--- config.mk ---
export PLATFORM = sky130hd
export DESIGN_NAME = care_scheduler
export DESIGN_NICKNAME = d
export VERILOG_FILES = /design/src/rtl/care_scheduler.sv
export SDC_FILE = /design/constraint.sdc
export NUM_CORES = 1
export LEC_CHECK = 0
export ABC_CLOCK_PERIOD_IN_PS = 10800
export CORE_MARGIN = 3
export CORE_UTILIZATION = 50
export DETAILED_ROUTE_END_ITERATION = 8
export PLACE_DENSITY = 0.8
export REMOVE_ABC_BUFFERS = 1
export SKIP_LAST_GASP = 1
export SLEW_MARGIN = 20
export SYNTH_ARGS = -nofsm -noshare
export SYNTH_HDL_FRONTEND = slang
export SYNTH_SLANG_ARGS = --single-unit
--- constraint.sdc ---
create_clock -name clk -period 10.8 [get_ports clk]
set_input_delay 2.16 -clock clk [delete_from_list [all_inputs] [get_ports clk]]
set_output_delay 2.16 -clock clk [all_outputs]
set_load 0.05 [all_outputs]
--- src/rtl/care_scheduler.sv ---
// Care-action scheduler: decay tick and stat selector generation, button/auto arbitration, per-action cooldown.
// Optional feature macro: CARE_SCHED_AGING_EN (auto requests win after 7 button grants while waiting).
module care_scheduler #(
   parameter int TICK_DIV = 10_000_000,
   parameter int COOLDOWN = 4
) (
   input  logic       clk,
   input  logic       reset,
   input  logic       enable,
   input  logic [5:0] req_btn,
   input  logic [5:0] req_auto,
   output logic [5:0] act_pulse,
   output logic       act_src,
   output logic       decay_tick,
   output logic [4:0] decay_sel,
   output logic [5:0] cooling
);
   localparam int CW = (TICK_DIV > 2) ? $clog2(TICK_DIV) : 1;
   localparam logic [CW-1:0] TICK_LAST = CW'(TICK_DIV - 1);
   localparam logic [3:0] CD_LOAD = 4'(COOLDOWN);

   typedef enum logic [1:0] {IDLE = 2'd0, GRANT = 2'd1, GAP = 2'd2} state_t;

   state_t        state_q, state_d;
   logic [CW-1:0] cnt_q, cnt_d;
   logic          tick_q, tick_d;
   logic [4:0]    sel_q, sel_d;
   logic [4:0]    lfsr_q, lfsr_d;
   logic [5:0]    pend_btn_q, pend_btn_d;
   logic [5:0]    pend_auto_q, pend_auto_d;
   logic [2:0]    rr_q, rr_d;
   logic [2:0]    win_q, win_d;
   logic          src_q, src_d;
   logic [3:0]    cd_q [6];
   logic [3:0]    cd_d [6];

   logic [5:0]    elig_btn, elig_auto, cand, cand_rot, win_oh, clr_btn, clr_auto;
   logic [11:0]   cand_dbl;
   logic [2:0]    rot_pos, pick;
   logic [3:0]    pick_sum;
   logic          use_auto, commit, wrap, decide;

   assign wrap   = enable && (cnt_q == TICK_LAST);
   assign cnt_d  = !enable ? cnt_q : ((cnt_q == TICK_LAST) ? '0 : cnt_q + 1'b1);
   assign tick_d = wrap;
   assign lfsr_d = {lfsr_q[3:0], lfsr_q[4] ^ lfsr_q[2]};
   assign sel_d  = wrap ? (lfsr_q % 5'd6) : sel_q;

   assign commit = (state_q == GRANT);
   assign win_oh = 6'b000001 << win_q;

   for (genvar gi = 0; gi < 6; gi++) begin : g_act
      assign elig_btn[gi]  = pend_btn_q[gi] && (cd_q[gi] == 4'd0);
      assign elig_auto[gi] = pend_auto_q[gi] && (cd_q[gi] == 4'd0);
      assign cooling[gi]   = (cd_q[gi] != 4'd0);
      // A grant never shares a cycle with decay_tick, so load and decrement cannot collide.
      assign cd_d[gi] = (commit && (win_q == 3'(gi))) ? CD_LOAD :
                        (tick_q && (cd_q[gi] != 4'd0)) ? cd_q[gi] - 4'd1 : cd_q[gi];
   end

`ifdef CARE_SCHED_AGING_EN
   logic [2:0] age_q, age_d;
   assign use_auto = (elig_btn == '0) || ((age_q == 3'd7) && (elig_auto != '0));
   always_comb begin
      age_d = age_q;
      if (decide) begin
         if (use_auto)
            age_d = '0;
         else if ((elig_auto != '0) && (age_q != 3'd7))
            age_d = age_q + 3'd1;
      end
   end
   always_ff @(posedge clk) begin
      if (reset) age_q <= '0;
      else       age_q <= age_d;
   end
`else
   assign use_auto = (elig_btn == '0);
`endif

   // Round-robin search: rotate candidates so rr_q lands on bit 0, take the lowest set bit.
   assign cand     = use_auto ? elig_auto : elig_btn;
   assign cand_dbl = {cand, cand};
   assign cand_rot = cand_dbl[rr_q +: 6];
   always_comb begin
      rot_pos = '0;
      for (int k = 5; k >= 0; k--)
         if (cand_rot[k]) rot_pos = 3'(k);
   end
   assign pick_sum = {1'b0, rr_q} + {1'b0, rot_pos};
   assign pick     = (pick_sum >= 4'd6) ? 3'(pick_sum - 4'd6) : pick_sum[2:0];

   // GAP also evaluates, giving back-to-back actions one per two cycles.
   assign decide = (state_q != GRANT) && enable && (cnt_q != TICK_LAST) && (cand != '0);

   always_comb begin
      state_d = state_q;
      win_d   = win_q;
      src_d   = src_q;
      case (state_q)
         IDLE, GAP: begin
            if (decide) begin
               state_d = GRANT;
               win_d   = pick;
               src_d   = use_auto;
            end else begin
               state_d = IDLE;
            end
         end
         GRANT:   state_d = GAP;
         default: state_d = IDLE;
      endcase
   end

   assign clr_btn     = (commit && !src_q) ? win_oh : '0;
   assign clr_auto    = (commit &&  src_q) ? win_oh : '0;
   assign pend_btn_d  = enable ? ((pend_btn_q  & ~clr_btn)  | req_btn)  : '0;
   assign pend_auto_d = enable ? ((pend_auto_q & ~clr_auto) | req_auto) : '0;
   assign rr_d        = commit ? ((win_q == 3'd5) ? 3'd0 : win_q + 3'd1) : rr_q;

   always_ff @(posedge clk) begin
      if (reset) begin
         state_q     <= IDLE;
         cnt_q       <= '0;
         tick_q      <= 1'b0;
         sel_q       <= '0;
         lfsr_q      <= 5'b00001;
         pend_btn_q  <= '0;
         pend_auto_q <= '0;
         rr_q        <= '0;
         win_q       <= '0;
         src_q       <= 1'b0;
         for (int i = 0; i < 6; i++) cd_q[i] <= '0;
      end else begin
         state_q     <= state_d;
         cnt_q       <= cnt_d;
         tick_q      <= tick_d;
         sel_q       <= sel_d;
         lfsr_q      <= lfsr_d;
         pend_btn_q  <= pend_btn_d;
         pend_auto_q <= pend_auto_d;
         rr_q        <= rr_d;
         win_q       <= win_d;
         src_q       <= src_d;
         cd_q        <= cd_d;
      end
   end

   // Reset aborts an in-flight grant within its own cycle.
   assign act_pulse  = (commit && !reset) ? win_oh : '0;
   assign act_src    = src_q;
   assign decay_tick = tick_q;
   assign decay_sel  = sel_q;

endmodule

==> results of run 1 <==
==> path summary, 6_finish.rpt <==
kind              slack, ps    startpoint  cells past startpoint            to
setup / recovery       4400         reset                      6  act_pulse[0]
hold reg to reg         480  decay_sel[3]                      1  decay_sel[3]
setup reg to reg       6750       cd_q[0]                     16      win_q[2]
hold / removal          480  decay_sel[3]                      1  decay_sel[3]
==> per-stage QoR <==
| step | setup slack (ps) | util (%) | power [uW] |
|---|---|---|---|
| after global routing | 4287 | 59.98 | 673.0 |
| after floorplan | 5122 | - | 407.9 |
| after detailed placement | 4401 | 57.78 | 443.5 |
| final | 4405 | 59.98 | 641.1 |
| after global placement | 4403 | 57.78 | 438.6 |
| after CTS | 4397 | 59.98 | 645.4 |
==> area by class of cell <==
class / instances / area share, %
Multi-Input combinational cell: 400 / 53.05
Timing Repair Buffer: 36 / 6.984
Clock inverter: 2 / 0.2476
Sequential cell: 80 / 31.70
Tap cell: 105 / 2.600
Clock buffer: 14 / 3.418
Inverter: 27 / 2.006
==> Yosys cell counts (2+ instances only) <==
| cell | n |
|---|---|
| and2_0 | 3 |
| mux2_2 | 6 |
| nand2b_1 | 10 |
| nor3b_1 | 2 |
| clkbuf_1 | 15 |
| ha_1 | 13 |
| nor3_1 | 12 |
| nor4_1 | 5 |
| o21bai_1 | 5 |
| o21ai_0 | 6 |
| a21o_1 | 7 |
| and4bb_2 | 3 |
| xor2_1 | 23 |
| o21a_1 | 2 |
| and2_1 | 9 |
| dfxtp_1 | 80 |
| inv_1 | 26 |
| or4bb_1 | 2 |
| nor4b_1 | 4 |
| xnor2_1 | 22 |
| or4b_2 | 2 |
| and4bb_4 | 2 |
| nand2_1 | 38 |
| nor4b_2 | 2 |
| nor2b_1 | 5 |
| nand3_1 | 22 |
| mux2i_1 | 10 |
| or4_1 | 3 |
| a21oi_1 | 26 |
| nand4_1 | 7 |
| o221ai_1 | 2 |
| nand4b_1 | 3 |
| nor2_1 | 94 |
| and3_1 | 7 |
| a211oi_1 | 10 |
| a22o_1 | 2 |
| o22ai_1 | 2 |
| mux4_2 | 5 |
| or3_1 | 2 |
==> worst max-delay path: stages <==
cell and delay (ps):
clkdlybuf4s50_1 450, buf_4 310, nand2b_1 310, inv_1 100
and2_1 170, clkdlybuf4s50_1 720
==> metal layers <==
layer	GRT usage, %	routed length [um]	vias to the layer above
met2	33.28	4929	78
met1	26.93	4525	1830
li1	-	-	1881
met5	0	0	-
met3	2.988	318	13
met4	7.461	143	0
==> kinds of logic (layout without fill, tap and decap cells) <==
| kind of cell | after synthesis | after routing |
|---|---|---|
| xor+xnor | 45 | 45 |
| buf+inv | 44 | 79 |
| simple gates | 245 | 245 |
| flops | 80 | 80 |
| compound gates | 74 | 74 |
| fa+ha+maj | 14 | 14 |
| mux | 22 | 22 |
==> sequential cells by signal, indices dropped and copies added, names as in the netlist <==
| name | flops |
|---|---|
| act_src | 1 |
| cd_q | 24 |
| decay_tick | 1 |
| state_q | 2 |
| pend_auto_q | 6 |
| win_q | 3 |
| cnt_q | 24 |
| decay_sel | 5 |
| lfsr_q | 5 |
| pend_btn_q | 6 |
| rr_q | 3 |
==> report_power, final <==
part	total, uW	internal, uW	switching, uW	leakage, uW
clock network	202	102	100	0.0000927
registers	319	303	15.1	0.000649
logic	120	53.2	67.0	0.00114
==> flow_summary.yaml, run 1 <==
sta:
  fmax_mhz: 156.4
  rsz0062_at_grt: "no"
  holdWs_ps: 475.1
  finClkSkew_ps: 9.415
  tightest_slew_ps: 687.8
  post-route-min-period_ps: 6395
  setup_tns_ps: 0
  slew_viol_final: 0
  maxSlewHeadroom_pct: 54.15
  setup_viol: 0
  final_hold_viol_count: 0
  post-route-period-util_pct: 59.22
clocking:
  postCtsSetupBuffers: 0
  clkSlewWorstSetupHoldPaths_ps: 70
  cts_buffers: 9
  hold_buffers: 0
  cts_sinks: 80
  clockBufferDepth: 2
  ctsHtreeMaxLevel: 3
  clock_latency_ps: 340
  clock-root-buffer: "clkbuf_8"
  tritoncts: "done"
  cts_resized: 0
power_and_ir_drop:
  p_per_area_mw_per_mm2: 126.9
  ir_worst_vdd_uv: 88.98
  power_leakage_uw: 0.001884
place:
  placed_cells: 648
  postPlaceCellArea_mm2: 0.004867
  port_buffers: 33
  place.gp.congestion: 0.8897
  hpwl_mm: 7.433
drt:
  drtPass1Iterations: 5
  viasPerCell: 5.726
  wire_per_inst_um: 14.94
  drc: 0
  postRouteAntennaNets: 0
  vias: 3802
  drt_iter0_markers: 275
  drt_wl_total_mm: 9.917
die:
  die_w_um: 100.4
  start_util_pct: 52.85
  rows: 33
  core_mm2: 0.008423
  die_area_mm2: 0.01007
  pin_count: 34
  die_h_um: 100.4
synthesis:
  netlist_area_mm2: 0.004452
  async_flop_share_pct: 0
  yosys-mux-area-fraction_pct: 6.633
  yosys.area.top_type_share_pct: 35.98
  synth_xor_area_share_pct: 8.853
  synth.avg_cell_area_um2: 8.496
  synth-compound-area-share_pct: 11.38
  ys.flop_type: "dfxtp_1"
  synthAdderAreaFrac_pct: 4.103
  synth_top_family_by_area: "simple AND/OR/NAND/NOR gates"
  syn_inst: 524
  yosysTopAreaCell: "dfxtp_1"
  synth_edf_count: 0
  yosys.area_share.simple_pct: 29.23
  ys_ff_latch: 80
  yosysWarningCount: 0
  synth_area_leaders: "dfxtp_1, nor2_1, xor2_1"
  synthDistinctLibCells: 64
  ys_seq_area_share_pct: 35.98
run_status:
  status: "complete, no violations"
global_route:
  grtUsageTotal_pct: 20.24
  grt_pass1_vias: 3564
  grt-ovfl-total: 0
  antenna_found_initial: 0
  grt_pass1_wl_mm: 16.62
  grt_max_degree: 35
cells_and_area:
  seqCellArea_mm2: 0.001602
  syn_to_final_growth_pct: 13.49
  final_cell_mix: "nor2_1, dfxtp_1, nand2_1, clkdlybuf4s50_1"
  design_area_mm2: 0.005052
  final_common_cell: "nor2_1"
  fin_nets: 583
  drive_gt1_share_pct: 8.050
  layout.cells.non_filler: 664
  multi_input_area_mm2: 0.002680
  nFillCells: 759
  diodes: 0
critical_path:
  crit_path_end_kind: "output port"
  worstPathMaxFanout: 34
  start_kind: "input port"
  worstSetupPathType: "input port to output port"
  critPathArrivalTime_ps: 4240
  crit_required_ps: 8640
min_path:
  min_path_type: "flop to flop"
run:
  max_cap_viol_count: 0
Note: power is estimated with default switching activity, not from simulation.
==> run 2, diff against run 1 <==
- ABC_CLOCK_PERIOD_IN_PS: 10800 -> 5900
- clock period: 10.8 -> 5.9 ns (I/O delays scaled with it)
==> flow_summary.yaml, run 2 (synthesized netlist as in run 1, its figures left out) <==
place:
  place.gp.congestion: 0.9126
  port_buffers: 33
  placed_cells: 647
  hpwl_mm: 7.413
global_route:
  grt-busiest-layer: "met2"
  grt-ovfl-total: 0
  grtUsageMet1_pct: 26.62
  grt_max_degree: 34
  antenna_found_initial: 0
  grt_pass1_wl_mm: 16.97
  grt_pass1_vias: 3612
  gr-usage-met2_pct: 34.15
  grt_use_met3_pct: 3.753
  grtUsageTotal_pct: 20.84
critical_path:
  critPathArrivalTime_ps: 3030
  start_kind: "input port"
  crit_required_ps: 4720
  worstSetupPathType: "input port to output port"
  crit_path_end_kind: "output port"
  worstPathMaxFanout: 6
sta:
  finClkSkew_ps: 5.021
  post-route-min-period_ps: 4212
  setup_viol: 0
  tightest_slew_ps: 786.9
  slew_viol_final: 0
  holdWs_ps: 471.0
  fmax_mhz: 237.4
  post-route-period-util_pct: 71.39
  setup_tns_ps: 0
  rsz0062_at_grt: "no"
  final_hold_viol_count: 0
  maxSlewHeadroom_pct: 46.79
clocking:
  cts_resized: 0
  clock-root-buffer: "clkbuf_8"
  ctsHtreeMaxLevel: 3
  clock_latency_ps: 350
  postCtsSetupBuffers: 0
  hold_buffers: 0
  cts_buffers: 9
  cts_sinks: 80
  clkSlewWorstSetupHoldPaths_ps: 70
  clockBufferDepth: 2
  tritoncts: "done"
die:
  die_h_um: 100.4
  core_mm2: 0.008423
  rows: 33
  die_area_mm2: 0.01007
  start_util_pct: 52.85
  die_w_um: 100.4
  pin_count: 34
cells_and_area:
  layout.cells.non_filler: 663
  final_cell_mix: "nor2_1, dfxtp_1, nand2_1, clkdlybuf4s50_1"
  final_common_cell: "nor2_1"
  drive_gt1_share_pct: 8.065
  top_regs: "cd_q: 24 flops, cnt_q: 24 flops"
  fin_nets: 582
  diodes: 0
  syn_to_final_growth_pct: 14.53
  finish.utilization_pct: 60.53
power_and_ir_drop:
  ir_worst_vdd_uv: 182.5
  p_per_area_mw_per_mm2: 247.9
  power_leakage_uw: 0.001905
min_path:
  min_path_type: "flop to flop"
drt:
  drtPass1Iterations: 6
  vias: 3835
  wire_per_inst_um: 15.35
  drt_wl_total_mm: 10.17
  viasPerCell: 5.784
  postRouteAntennaNets: 0
  drc: 0
  drt_iter0_markers: 232
run:
  max_cap_viol_count: 0
run_status:
  status: "complete, no violations"
run 2: final timing paths:
kind,startpoint,to,slack (ps),cells past startpoint
worst max register to register,cd_q[0],win_q[2],1860,16
worst max-delay path,reset,act_pulse[2],1690,4
worst min register to register,decay_sel[3],decay_sel[3],470,1
worst min-delay path,decay_sel[3],decay_sel[3],470,1
run 2: power by group:
part           leakage [uW]  total (uW)  internal (uW)  switching, uW
clock network      0.000117         461            274            187
registers          0.000649         585            555           29.3
logic               0.00114         219           96.7            122
run 2: worst max-delay path: stages:
cell and delay, ps:
clkdlybuf4s50_1 450, nand2b_1 270, nor3_1 280, clkdlybuf4s50_1 850
run 2: routing by layer:
| metal | wire [um] | vias up |
|---|---|---|
| met3 | 490 | 23 |
| met4 | 204 | 0 |
| li1 | - | 1890 |
| met2 | 5073 | 107 |
| met5 | 0 | - |
| met1 | 4405 | 1815 |
run 2: through the flow:
step / area [um^2] / power [uW] / setup WS, ps
after floorplan: 4383 / 746.7 / 2128
after global placement: 4860 / 804.1 / 1714
after detailed placement: 4860 / 810.9 / 1536
after CTS: 5092 / 1272 / 1562
after global routing: 5099 / 1323 / 1514
final: 5099 / 1264 / 1688
run 2: layout make-up:
| type | count | area [um^2] |
|---|---|---|
| Clock buffer | 14 | 172.7 |
| Fill cell | 703 | 3324 |
| Sequential cell | 80 | 1602 |
| Timing Repair Buffer | 35 | 345.3 |
| Tap cell | 105 | 131.4 |
| Inverter | 27 | 101.3 |
| Clock inverter | 2 | 60.06 |
| Multi-Input combinational cell | 400 | 2686 |
==> run 3, diff against run 2 <==
- ABC_CLOCK_PERIOD_IN_PS: 5900 -> 3830
- PLACE_DENSITY: 0.8 -> 0.83
- clock period: 5.9 -> 3.83 ns (I/O delays scaled with it)
==> flow_summary.yaml, run 3 (synthesized netlist as in run 1, its figures left out) <==
drt:
  drtPass1Iterations: 5
  drt_iter0_markers: 263
  postRouteAntennaNets: 0
  wire_per_inst_um: 16.47
  viasPerCell: 5.909
  drt_wl_total_mm: 11.16
  drc: 0
  vias: 4006
clocking:
  clkSlewWorstSetupHoldPaths_ps: 90
  hold_buffers: 0
  cts_buffers: 9
  clockBufferDepth: 2
  cts_sinks: 80
  ctsHtreeMaxLevel: 3
  tritoncts: "done"
  clock_latency_ps: 350
  clock-root-buffer: "clkbuf_8"
global_route:
  grtUsageTotal_pct: 22.10
  grt_pass1_vias: 3920
  grt-busiest-layer: "met2"
  grt-ovfl-total: 0
  grt_max_degree: 34
  antenna_found_initial: 0
  gr-usage-met2_pct: 36.60
  grt_pass1_wl_mm: 17.85
  grtUsageMet1_pct: 26.81
  grt_use_met3_pct: 4.378
critical_path:
  start_kind: "flop"
  critPathArrivalTime_ps: 3950
  crit_path_end_kind: "flop"
  worstSetupPathType: "flop to flop"
  worstPathMaxFanout: 7
  crit_required_ps: 4070
power_and_ir_drop:
  p_per_area_mw_per_mm2: 358.5
  power_leakage_uw: 0.002006
  total_power_uw: 1920
  ir_worst_vdd_uv: 229.4
sta:
  slew_viol_final: 0
  tightest_slew_ps: 697.5
  post-route-period-util_pct: 96.75
  final_hold_viol_count: 0
  holdWs_ps: 468.0
  post-route-min-period_ps: 3705
  rsz0062_at_grt: "yes"
  setup_viol: 0
  maxSlewHeadroom_pct: 53.07
  fmax_mhz: 269.9
  finClkSkew_ps: 13.68
die:
  start_util_pct: 52.85
  core_mm2: 0.008423
  rows: 33
  die_w_um: 100.4
  die_area_mm2: 0.01007
  pin_count: 34
  die_h_um: 100.4
cells_and_area:
  syn_to_final_growth_pct: 20.32
  diodes: 0
  final_common_cell: "nor2_1"
  top_regs: "cd_q: 24 flops, cnt_q: 24 flops"
  fin_nets: 598
  nFillCells: 687
  finish.utilization_pct: 63.59
  layout.cells.non_filler: 678
  final_cell_mix: "nor2_1, dfxtp_1, nand2_1, clkdlybuf4s50_1, inv_1"
  drive_gt1_share_pct: 15.53
place:
  place.gp.congestion: 0.9130
  hpwl_mm: 7.706
  port_buffers: 33
  placed_cells: 654
run:
  max_cap_viol_count: 0
min_path:
  min_path_type: "flop to flop"
run_status:
  status: "complete, no violations"
==> run 3: changes by cell type in the layout (fill, tap and decap cells not counted), sizes merged <==
cell	before	now
buf	2	24
clkdlybuf4s50	33	27
clkbuf	14	11
clkinvlp	0	2
bufinv	2	1
inv	26	27
==> run 3: path summary, 6_finish.rpt <==
kind,from,end,slack (ps),cells after the start
worst min-delay path,decay_sel[3],decay_sel[3],470,1
worst min register to register,decay_sel[3],decay_sel[3],470,1
worst max register to register,cd_q[4],win_q[1],120,16
worst max-delay path,cd_q[4],win_q[1],120,16
==> run 3: timing repair <==
item | 4_1_cts | 5_1_grt
buffers inserted | 4 | 5
resized for setup | 16 | 16
setup endpoints to repair | 2 | 2
pin swaps | 4 | 12
==> run 3: report_power, final <==
part	switching [uW]	internal, uW	total [uW]
sequential	42.6	855	898
clock	310	318	628
combinational	213	181	394
==> run 3: worst max-delay path, stage by stage, from the launching register on <==
cell	delay [ps]
dfxtp_2	360
inv_1	50
ha_1	230
nor4bb_1	150
buf_4	190
nor4b_4	290
a31oi_4	150
mux4_2	540
o221ai_4	230
a32oi_1	90
a211oi_1	250
ha_2	250
fa_2	460
nand3_1	80
o21ai_0	90
mux2i_1	130
nor2_1	60
==> run 3: final cells by class <==
| cell class | count | area (um^2) | area share, % |
|---|---|---|---|
| Multi-Input combinational cell | 400 | 2801 | 52.30 |
| Inverter | 27 | 101.3 | 1.892 |
| Timing Repair Buffer | 51 | 513.0 | 9.577 |
| Tap cell | 105 | 131.4 | 2.453 |
| Clock buffer | 11 | 141.4 | 2.640 |
| Clock inverter | 4 | 53.80 | 1.004 |
| Sequential cell | 80 | 1614 | 30.13 |
==> run 3: metrics by stage <==
stage	setup slack [ps]	TNS [ps]	area (um^2)
global placement	116.8	0	4960
detailed placement	-115.7	-115.7	4960
CTS	9.795	0	5259
finish	124.6	0	5356
floorplan	57.55	0	4383
global route	-45.14	-73.47	5356
==> run 3: routing by layer <==
layer  up-vias  part of all wire [%]
met5         -                     0
met4         0                   3.6
met3        40                   6.8
met2       165                    49
met1      1884                    41
li1       1917                     -
